### src/rtl/next_pc_sched.sv
// Fetch-address scheduler: boots from RESET_PC and advances PC_F by 4 on each advance.
// Decode redirects are applied at once, or held in a one-entry buffer while imem stalls.
module next_pc_sched #(
  parameter logic [31:0] RESET_PC = 32'h0000_3000,
  parameter int          CNT_W    = 16
) (
  input  logic             clk,
  input  logic             reset,
  input  logic             stall_D,
  input  logic             imem_ready,
  input  logic             redirect_valid,
  input  logic [1:0]       redirect_sel,
  input  logic [31:0]      branch_target,
  input  logic [31:0]      NPC_J,
  input  logic [31:0]      NPC_JR,
  output logic [31:0]      PC_F,
  output logic             fetch_req,
  output logic             pend_valid,
  output logic             addr_err,
  output logic [CNT_W-1:0] redirect_cnt
);

  // state | meaning
  // BOOT  | first cycle after reset, no fetch, redirects ignored
  // FETCH | fetch request issued, imem was ready last cycle
  // WAIT  | fetch request held while imem is not ready
  typedef enum logic [1:0] {BOOT, FETCH, WAIT} state_t;

  state_t      state;
  logic [31:0] pend_tgt;
  logic [31:0] redir_raw;
  logic [31:0] redir_tgt;
  logic        active;
  logic        advance;
  logic        take_redir;

  always_comb begin
    redir_raw = branch_target;
    unique case (redirect_sel)
      2'b01:   redir_raw = NPC_J;
      2'b10:   redir_raw = NPC_JR;
      default: redir_raw = branch_target;
    endcase
  end

  assign redir_tgt  = {redir_raw[31:2], 2'b00};
  assign active     = (state == FETCH) || (state == WAIT);
  assign advance    = active && imem_ready && !stall_D;
  // A stalled decode re-presents its redirect, so only unstalled ones are taken.
  assign take_redir = active && redirect_valid && !stall_D;

  always_ff @(posedge clk or negedge reset) begin
    if (!reset) begin
      state        <= BOOT;
      PC_F         <= RESET_PC;
      fetch_req    <= 1'b0;
      pend_valid   <= 1'b0;
      pend_tgt     <= RESET_PC;
      addr_err     <= 1'b0;
      redirect_cnt <= '0;
    end else begin
      unique case (state)
        BOOT: begin
          state     <= FETCH;
          fetch_req <= 1'b1;
        end
        FETCH: if (!imem_ready) state <= WAIT;
        WAIT:  if (imem_ready) state <= FETCH;
        default: begin
          state     <= BOOT;
          fetch_req <= 1'b0;
        end
      endcase

      if (take_redir && (redir_raw[1:0] != 2'b00))
        addr_err <= 1'b1;

      if (advance) begin
        pend_valid <= 1'b0;
        if (take_redir) begin
          PC_F <= redir_tgt;
          if (redirect_cnt != '1) redirect_cnt <= redirect_cnt + 1'b1;
        end else if (pend_valid) begin
          PC_F <= pend_tgt;
          if (redirect_cnt != '1) redirect_cnt <= redirect_cnt + 1'b1;
        end else begin
          PC_F <= PC_F + 32'd4;
        end
      end else if (take_redir) begin
        // Latest redirect wins while the buffer waits for imem.
        pend_tgt   <= redir_tgt;
        pend_valid <= 1'b1;
      end
    end
  end

endmodule

### config.mk
export PLATFORM = sky130hd
export DESIGN_NAME = next_pc_sched
export DESIGN_NICKNAME = d
export VERILOG_FILES = /design/src/rtl/next_pc_sched.sv
export SDC_FILE = /design/constraint.sdc
export NUM_CORES = 1
export LEC_CHECK = 0
export CAP_MARGIN = 40
export CORE_UTILIZATION = 48
export DETAILED_ROUTE_END_ITERATION = 12
export GPL_TIMING_DRIVEN = 1
export HOLD_SLACK_MARGIN = 0.12
export PLACE_DENSITY_LB_ADDON = 0.12
export SLEW_MARGIN = 20
export SYNTH_ARGS = -nofsm -noshare
export SYNTH_HDL_FRONTEND = slang
export SYNTH_SLANG_ARGS = --single-unit
### constraint.sdc
create_clock -name clk -period 2.45 [get_ports clk]
set_input_delay 0.49 -clock clk [delete_from_list [all_inputs] [get_ports clk]]
set_output_delay 0.49 -clock clk [all_outputs]
set_load 0.005 [all_outputs]
==> impl_metrics.py, run 1 <==
metrics = {
    "outcome": {
        "status": "completed",
    },
    "cells_and_area": {
        "layout.nets": 822,
        "area_delta_synth_final_pct": 39.8,
        "drive_gt1_frac": 0.109,
        "final_core_util": 0.705,
        "diodes": 0,
        "fin_cells": 848,
        "design_area_sq_um": 6990,
    },
    "clock_tree": {
        "post_cts_resized": 0,
        "cts_made_buffers": 9,
        "clockBufferDepth": 2,
        "cts_max_level": 3,
        "cts_root_buf": "clkbuf_8",
        "worstSkewPairLatency_ns": 0.36,
        "post-cts-setup-buffer-count": 0,
        "clkTransAtPathRegs_ns": 0.09,
        "ctsHoldBuffers": 0,
        "cts_tree": "done",
        "cts.sinks": 81,
    },
    "global_route": {
        "gr-total-overflow": 0,
        "track_usage": 0.287,
        "antenna_found_initial": 0,
        "grt_max_degree": 82,
        "grt_pass1_wl_um": 25000,
        "grt_pass1_vias": 5207,
    },
    "pwr": {
        "power_switching_mw": 2.38,
        "powerDensity_nw_per_um2": 895,
        "total_power_mw": 6.25,
        "swShare": 0.381,
        "power_frac_clock": 0.159,
        "intPower_mw": 3.87,
        "irDropWorstVdd_mv": 0.698,
        "p_leak_nw": 2.83,
        "pwr-share-comb": 0.440,
        "pwr-share-seq": 0.401,
    },
    "detailed_routing": {
        "firstDrtPassIters": 5,
        "postRouteAntennaNets": 0,
        "wl_met1_um": 5800,
        "highest_layer": "met4",
        "viasPerCell": 5.99,
        "vias": 5080,
        "drt_iter0_markers": 257,
        "wl_um": 15000,
        "drcViolationCount": 0,
        "dr_wl_met3_um": 893,
        "met2_wirelength_um": 7790,
        "wl_per_cell_um": 17.7,
    },
    "sta": {
        "worst_pin_slew_ns": 0.528,
        "min_period_ns": 2.31,
        "fmax_mhz": 433,
        "setup_tns_ns": 0,
        "drv_slew": 0,
        "holdWs_ns": 0.111,
        "fin_skew_ns": 0.0133,
        "relSlewSlack": 0.639,
        "rsz0062_at_grt": "no",
        "finalSetupViolCount": 0,
        "hold_viol": 0,
        "setup_ws_ns": 0.142,
        "post-route-period-util": 0.942,
    },
    "yosys": {
        "synth_top_area_share": 0.386,
        "synth_compound_area_frac": 0.234,
        "synth_cells": 559,
        "synth-seq-cells": 81,
        "synthesis.area_sq_um": 5000,
        "yosys-top-cells-area": "dfrtp_1, o21ai_0, nand2_1",
        "syn_avg_cell_area_sq_um": 8.94,
        "synth_fa_ha_area_frac": 0.0225,
        "synth_cell_type_count": 63,
        "synth_top_flop_cell": "dfrtp_1",
        "synth_edf_count": 0,
        "synthMuxAreaShare": 0.0488,
        "synth_commonest_cells": "dfrtp_1, o21ai_0, nand2_1, nor2_1, nand3_1",
        "ys_seq_area_frac": 0.407,
        "yosys.cell_count.top_type": "dfrtp_1",
        "async_flop_share": 1.00,
        "yosysWarnings": 0,
        "post-synth-top-area-cell": "dfrtp_1",
        "synthSimpleGateAreaFrac": 0.187,
        "synth_top_family_by_area": "compound AO/OA/AOI/OAI gates",
        "synth_xor_area_frac": 0.0526,
    },
    "worst_setup_path": {
        "cpMaxStageDelayCell": "a2111oi_0",
        "crit_path_start_kind": "input pin",
        "path_cells": "clkdlybuf4s50_1 -> inv_1 -> ha_1 -> buf_4 -> nor2_1 -> a211oi_1 -> a2111oi_0 -> a221o_1",
        "crit_fanout": 20,
        "cp.arrival_ns": 2.60,
        "endpoint_kind": "register",
        "crit_type": "in -> reg",
        "cp.required_ns": 2.75,
        "max_stage_delay_ns": 0.53,
        "rr_worst_depth": 7,
    },
    "flow_run": {
        "cap_violations": 0,
    },
    "placed_design": {
        "numPortBuffers": 151,
        "gp_congestion": 0.881,
        "detailed_place_hpwl_um": 11100,
        "place_ws_ns": -0.186,
        "dp.cells": 832,
        "placedInstanceArea_sq_um": 6790,
    },
    "floorplan": {
        "start_util": 0.504,
        "io_pins": 154,
        "die_h_um": 104,
        "die_w_um": 104,
        "core-area_sq_um": 9910,
        "design.die.area_sq_um": 10800,
        "rows": 36,
    },
    "hold_path": {
        "min_path_type": "in -> async",
    },
}
[cell families (layout without fill, tap and decap cells)]
| kind of cell | count (synthesis) | after routing |
|---|---|---|
| DFF | 81 | 81 |
| AOI/OAI and AO/OA | 179 | 179 |
| adders and majority gates | 9 | 9 |
| other | 1 | 2 |
| buffers and inverters | 52 | 207 |
| muxes | 22 | 22 |
| xor gates and xnor gates | 30 | 30 |
| and+or+nand+nor | 185 | 185 |
[power groups by stage]
stage | logic (mW) | clock network, mW | registers [mW]
2_1_floorplan | 1.54 | 0 | 2.36
3_3_place_gp | 2.65 | 0 | 2.47
3_5_place_dp | 2.75 | 0 | 2.52
4_1_cts | 2.76 | 1.01 | 2.49
5_1_grt | 3.04 | 1.05 | 2.59
6_report | 2.75 | 0.993 | 2.51
[critical path: cells and delay by family]
family | cells | cell delay (ns)
AOI/OAI and AO/OA | 3 | 0.80
adders and majority gates | 1 | 0.37
and+or+nand+nor | 1 | 0.16
buffers and inverters | 3 | 0.77
[placed cells by master (no fill, tap or decap), types with 4 or more instances in the layout]
cell and instances:
nand4_1 17, nor2_1 31, clkbuf_8 10, xor2_1 14, o211ai_1 6, and3_1 6
dfstp_2 4, o21ai_0 75, nand2_1 67, nand3_1 28, nor3_1 10, xnor2_1 16
a21oi_1 26, a221o_1 18, inv_1 9, o31ai_1 4, ha_1 9, buf_12 7
and4_1 4, clkdlybuf4s50_1 150, dfrtp_1 77, mux2_2 19, buf_4 24, a22oi_1 22
[worst paths after layout]
| kind | startpoint | end | slack [ns] |
|---|---|---|---|
| worst max-delay path | redirect_sel[0] | PC_F[24]$_DFFE_PN0P_ | 0.14 |
| worst min-delay path | reset | pend_tgt[4]$_DFFE_PN0P_ | 0.11 |
| worst max register to register | state[0]$_DFFE_PN0P_ | PC_F[29]$_DFFE_PN0P_ | 0.24 |
| worst min register to register | addr_err$_DFFE_PN0P_ | addr_err$_DFFE_PN0P_ | 0.46 |
| max in group asynchronous | reset | PC_F[31]$_DFFE_PN0P_ | 1.93 |
| min in group clk | addr_err$_DFFE_PN0P_ | addr_err$_DFFE_PN0P_ | 0.46 |
[registers in the layout (all words and copies together) (netlist names)]
| name | count |
|---|---|
| pend_tgt | 30 |
| fetch_req | 1 |
| pend_valid | 1 |
| state | 2 |
| PC_F | 30 |
| addr_err | 1 |
| redirect_cnt | 16 |
[layer usage]
layer / up-vias / global-route usage
li1: 2379 / -
met1: 2461 / 0.335
met2: 196 / 0.509
met3: 44 / 0.0570
met4: 0 / 0.129
met5: - / 0
[layout make-up]
class	count	area, sq um
fill	804	2920
clock buffer	11	141
multi-input combinational	427	2730
sequential	81	2030
timing repair buffer	181	1820
inverter	10	37.5
tap	133	166
clock inverter	5	56.3
Note: power is estimated with default switching activity, not from simulation.
==> run 2, diff against run 1 <==
--- a/config.mk
+++ b/config.mk
@@ -10,8 +10,7 @@
 export DETAILED_ROUTE_END_ITERATION = 12
 export GPL_TIMING_DRIVEN = 1
 export HOLD_SLACK_MARGIN = 0.12
-export PLACE_DENSITY_LB_ADDON = 0.12
-export SLEW_MARGIN = 20
+export PLACE_DENSITY_LB_ADDON = 0.08
 export SYNTH_ARGS = -nofsm -noshare
 export SYNTH_HDL_FRONTEND = slang
 export SYNTH_SLANG_ARGS = --single-unit
==> run 2 against run 1 <==
Global-route usage decreased by 0.19 points. Utilization is 0.71 points higher. First-iteration DRC count is 46% higher. Routed wire length up 1.1%. Sequential power about the same. Cell count rose by 0.71%. Worst setup slack better by 0.025 ns. Critical path type is now reg -> reg. Critical endpoint is now PC_F[17]$_DFFE_PN0P_.
==> impl_metrics.py, run 2 (synthesis gave the netlist of run 1 again) <==
metrics = {
    "cells_and_area": {
        "fin_cells": 854,
        "diodes": 0,
        "mostFrequentLayoutCell": "clkdlybuf4s50_1",
        "top_regs": "PC_F (30), pend_tgt (30), redirect_cnt (16)",
        "area_delta_synth_final_pct": 41.2,
        "final_cell_mix": "clkdlybuf4s50_1, dfrtp_1, o21ai_0, nand2_1, nor2_1",
        "nFillCells": 770,
        "layout.nets": 828,
        "drive_gt1_frac": 0.114,
    },
    "worst_setup_path": {
        "timing.rr.end": "PC_F[17]$_DFFE_PN0P_",
        "cp.arrival_ns": 2.57,
        "crit_path_start": "state[0]$_DFFE_PN0P_",
        "rr_worst_depth": 8,
        "cp.required_ns": 2.74,
        "endpoint": "PC_F[17]$_DFFE_PN0P_",
        "crit_fanout": 28,
        "endpoint_kind": "register",
        "r2r-start": "state[0]$_DFFE_PN0P_",
        "crit_type": "reg -> reg",
        "reg2reg_setup_slack_ns": 0.17,
        "crit_path_start_kind": "register",
    },
    "sta": {
        "finalSetupViolCount": 0,
        "worst_pin_slew_ns": 0.519,
        "rsz0062_at_grt": "no",
        "fmax_mhz": 438,
        "drv_slew": 0,
        "post-route-period-util": 0.932,
        "fin_skew_ns": 0.0103,
        "relSlewSlack": 0.653,
        "min_period_ns": 2.28,
        "hold_viol": 0,
        "setup_ws_ns": 0.168,
    },
    "pwr": {
        "pwr-share-comb": 0.434,
        "p_leak_nw": 2.87,
        "irDropWorstVdd_mv": 0.585,
        "intPower_mw": 3.99,
        "powerDensity_nw_per_um2": 901,
        "power_frac_clock": 0.171,
        "pwr-share-seq": 0.395,
        "power_switching_mw": 2.37,
        "swShare": 0.372,
    },
    "floorplan": {
        "core-area_sq_um": 9910,
        "rows": 36,
        "io_pins": 154,
        "start_util": 0.504,
        "design.die.area_sq_um": 10800,
        "die_w_um": 104,
        "die_h_um": 104,
    },
    "detailed_routing": {
        "drt_iter0_markers": 376,
        "wl_per_cell_um": 17.8,
        "postRouteAntennaNets": 0,
        "firstDrtPassIters": 5,
        "vias": 5054,
        "drcViolationCount": 0,
        "viasPerCell": 5.92,
        "wl_um": 15200,
    },
    "clock_tree": {
        "cts_tree": "done",
        "clockBufferDepth": 2,
        "cts_root_buf": "clkbuf_8",
        "cts_max_level": 3,
        "cts_made_buffers": 9,
        "cts.sinks": 81,
        "clkTransAtPathRegs_ns": 0.09,
        "worstSkewPairLatency_ns": 0.35,
        "post-cts-setup-buffer-count": 0,
    },
    "global_route": {
        "antenna_found_initial": 0,
        "grt_max_degree": 47,
        "grt_pass1_vias": 5144,
        "gr-total-overflow": 0,
        "track_usage": 0.285,
        "grt_pass1_wl_um": 24900,
    },
    "flow_run": {
        "cap_violations": 0,
    },
    "placed_design": {
        "dp.cells": 837,
        "gp_congestion": 0.897,
        "numPortBuffers": 151,
        "detailed_place_hpwl_um": 11100,
        "place_ws_ns": -0.138,
    },
    "hold_path": {
        "min_path_type": "reg -> reg",
    },
    "outcome": {
        "status": "completed",
    },
}
[run 2: timing repair]
item                                   in CTS  in global routing
endpoints found under the hold margin      31                  0
setup endpoints to repair                   0                  1
hold buffers                                1                  0
gates resized for setup                     0                  1
[run 2: stage by stage]
step            util  hold WS (ns)  area (sq um)  power, mW  TNS [ns]
5_1_grt        0.712         0.488          7060       6.76         0
3_3_place_gp   0.688         0.437          6810       5.11    -0.175
2_1_floorplan      -         0.194          5000       3.90         0
4_1_cts        0.711         0.468          7040       6.36         0
3_5_place_dp   0.688         0.449          6810       5.24    -0.774
6_report       0.712         0.467          7060       6.36         0
[run 2: critical path: stages (launching register included)]
cell and delay, ns:
dfrtp_1 0.44, inv_1 0.09, ha_1 0.36, nand3b_1 0.28, buf_12 0.27, nor2_1 0.16, nand2_1 0.11, or4_1 0.41
nand3_1 0.10
[run 2: how the worst min path moves through the flow]
stage,start,end,cells past startpoint,slack (ns)
finish,addr_err$_DFFE_PN0P_,addr_err$_DFFE_PN0P_,1,0.47
global route,addr_err$_DFFE_PN0P_,addr_err$_DFFE_PN0P_,1,0.49
CTS,addr_err$_DFFE_PN0P_,addr_err$_DFFE_PN0P_,1,0.47
detailed placement,addr_err$_DFFE_PN0P_,addr_err$_DFFE_PN0P_,1,0.45
global placement,addr_err$_DFFE_PN0P_,addr_err$_DFFE_PN0P_,1,0.44
floorplan,reset,PC_F[10]$_DFFE_PN0P_,0,0.19
[run 2: power by group through the flow]
stage,Clock (mW),Combinational [mW],Sequential [mW]
floorplan,0,1.54,2.36
global placement,0,2.64,2.47
detailed placement,0,2.73,2.51
CTS,1.11,2.76,2.49
global route,1.15,3.03,2.59
finish,1.09,2.76,2.51
[run 2: area by class of cell]
class | count | area (sq um) | share of cell area
multi-input combinational | 427 | 2740 | 0.389
sequential | 81 | 2030 | 0.288
timing repair buffer | 187 | 1860 | 0.263
tap | 133 | 166 | 0.0236
clock buffer | 12 | 145 | 0.0206
clock inverter | 4 | 76.3 | 0.0108
inverter | 10 | 37.5 | 0.00532
[run 2: per-layer routing]
metal | up-vias | global-route usage | part of all wire
li1 | 2395 | - | -
met1 | 2451 | 0.331 | 0.39
met2 | 179 | 0.520 | 0.53
met3 | 29 | 0.0495 | 0.053
met4 | 0 | 0.113 | 0.026
met5 | - | 0 | 0
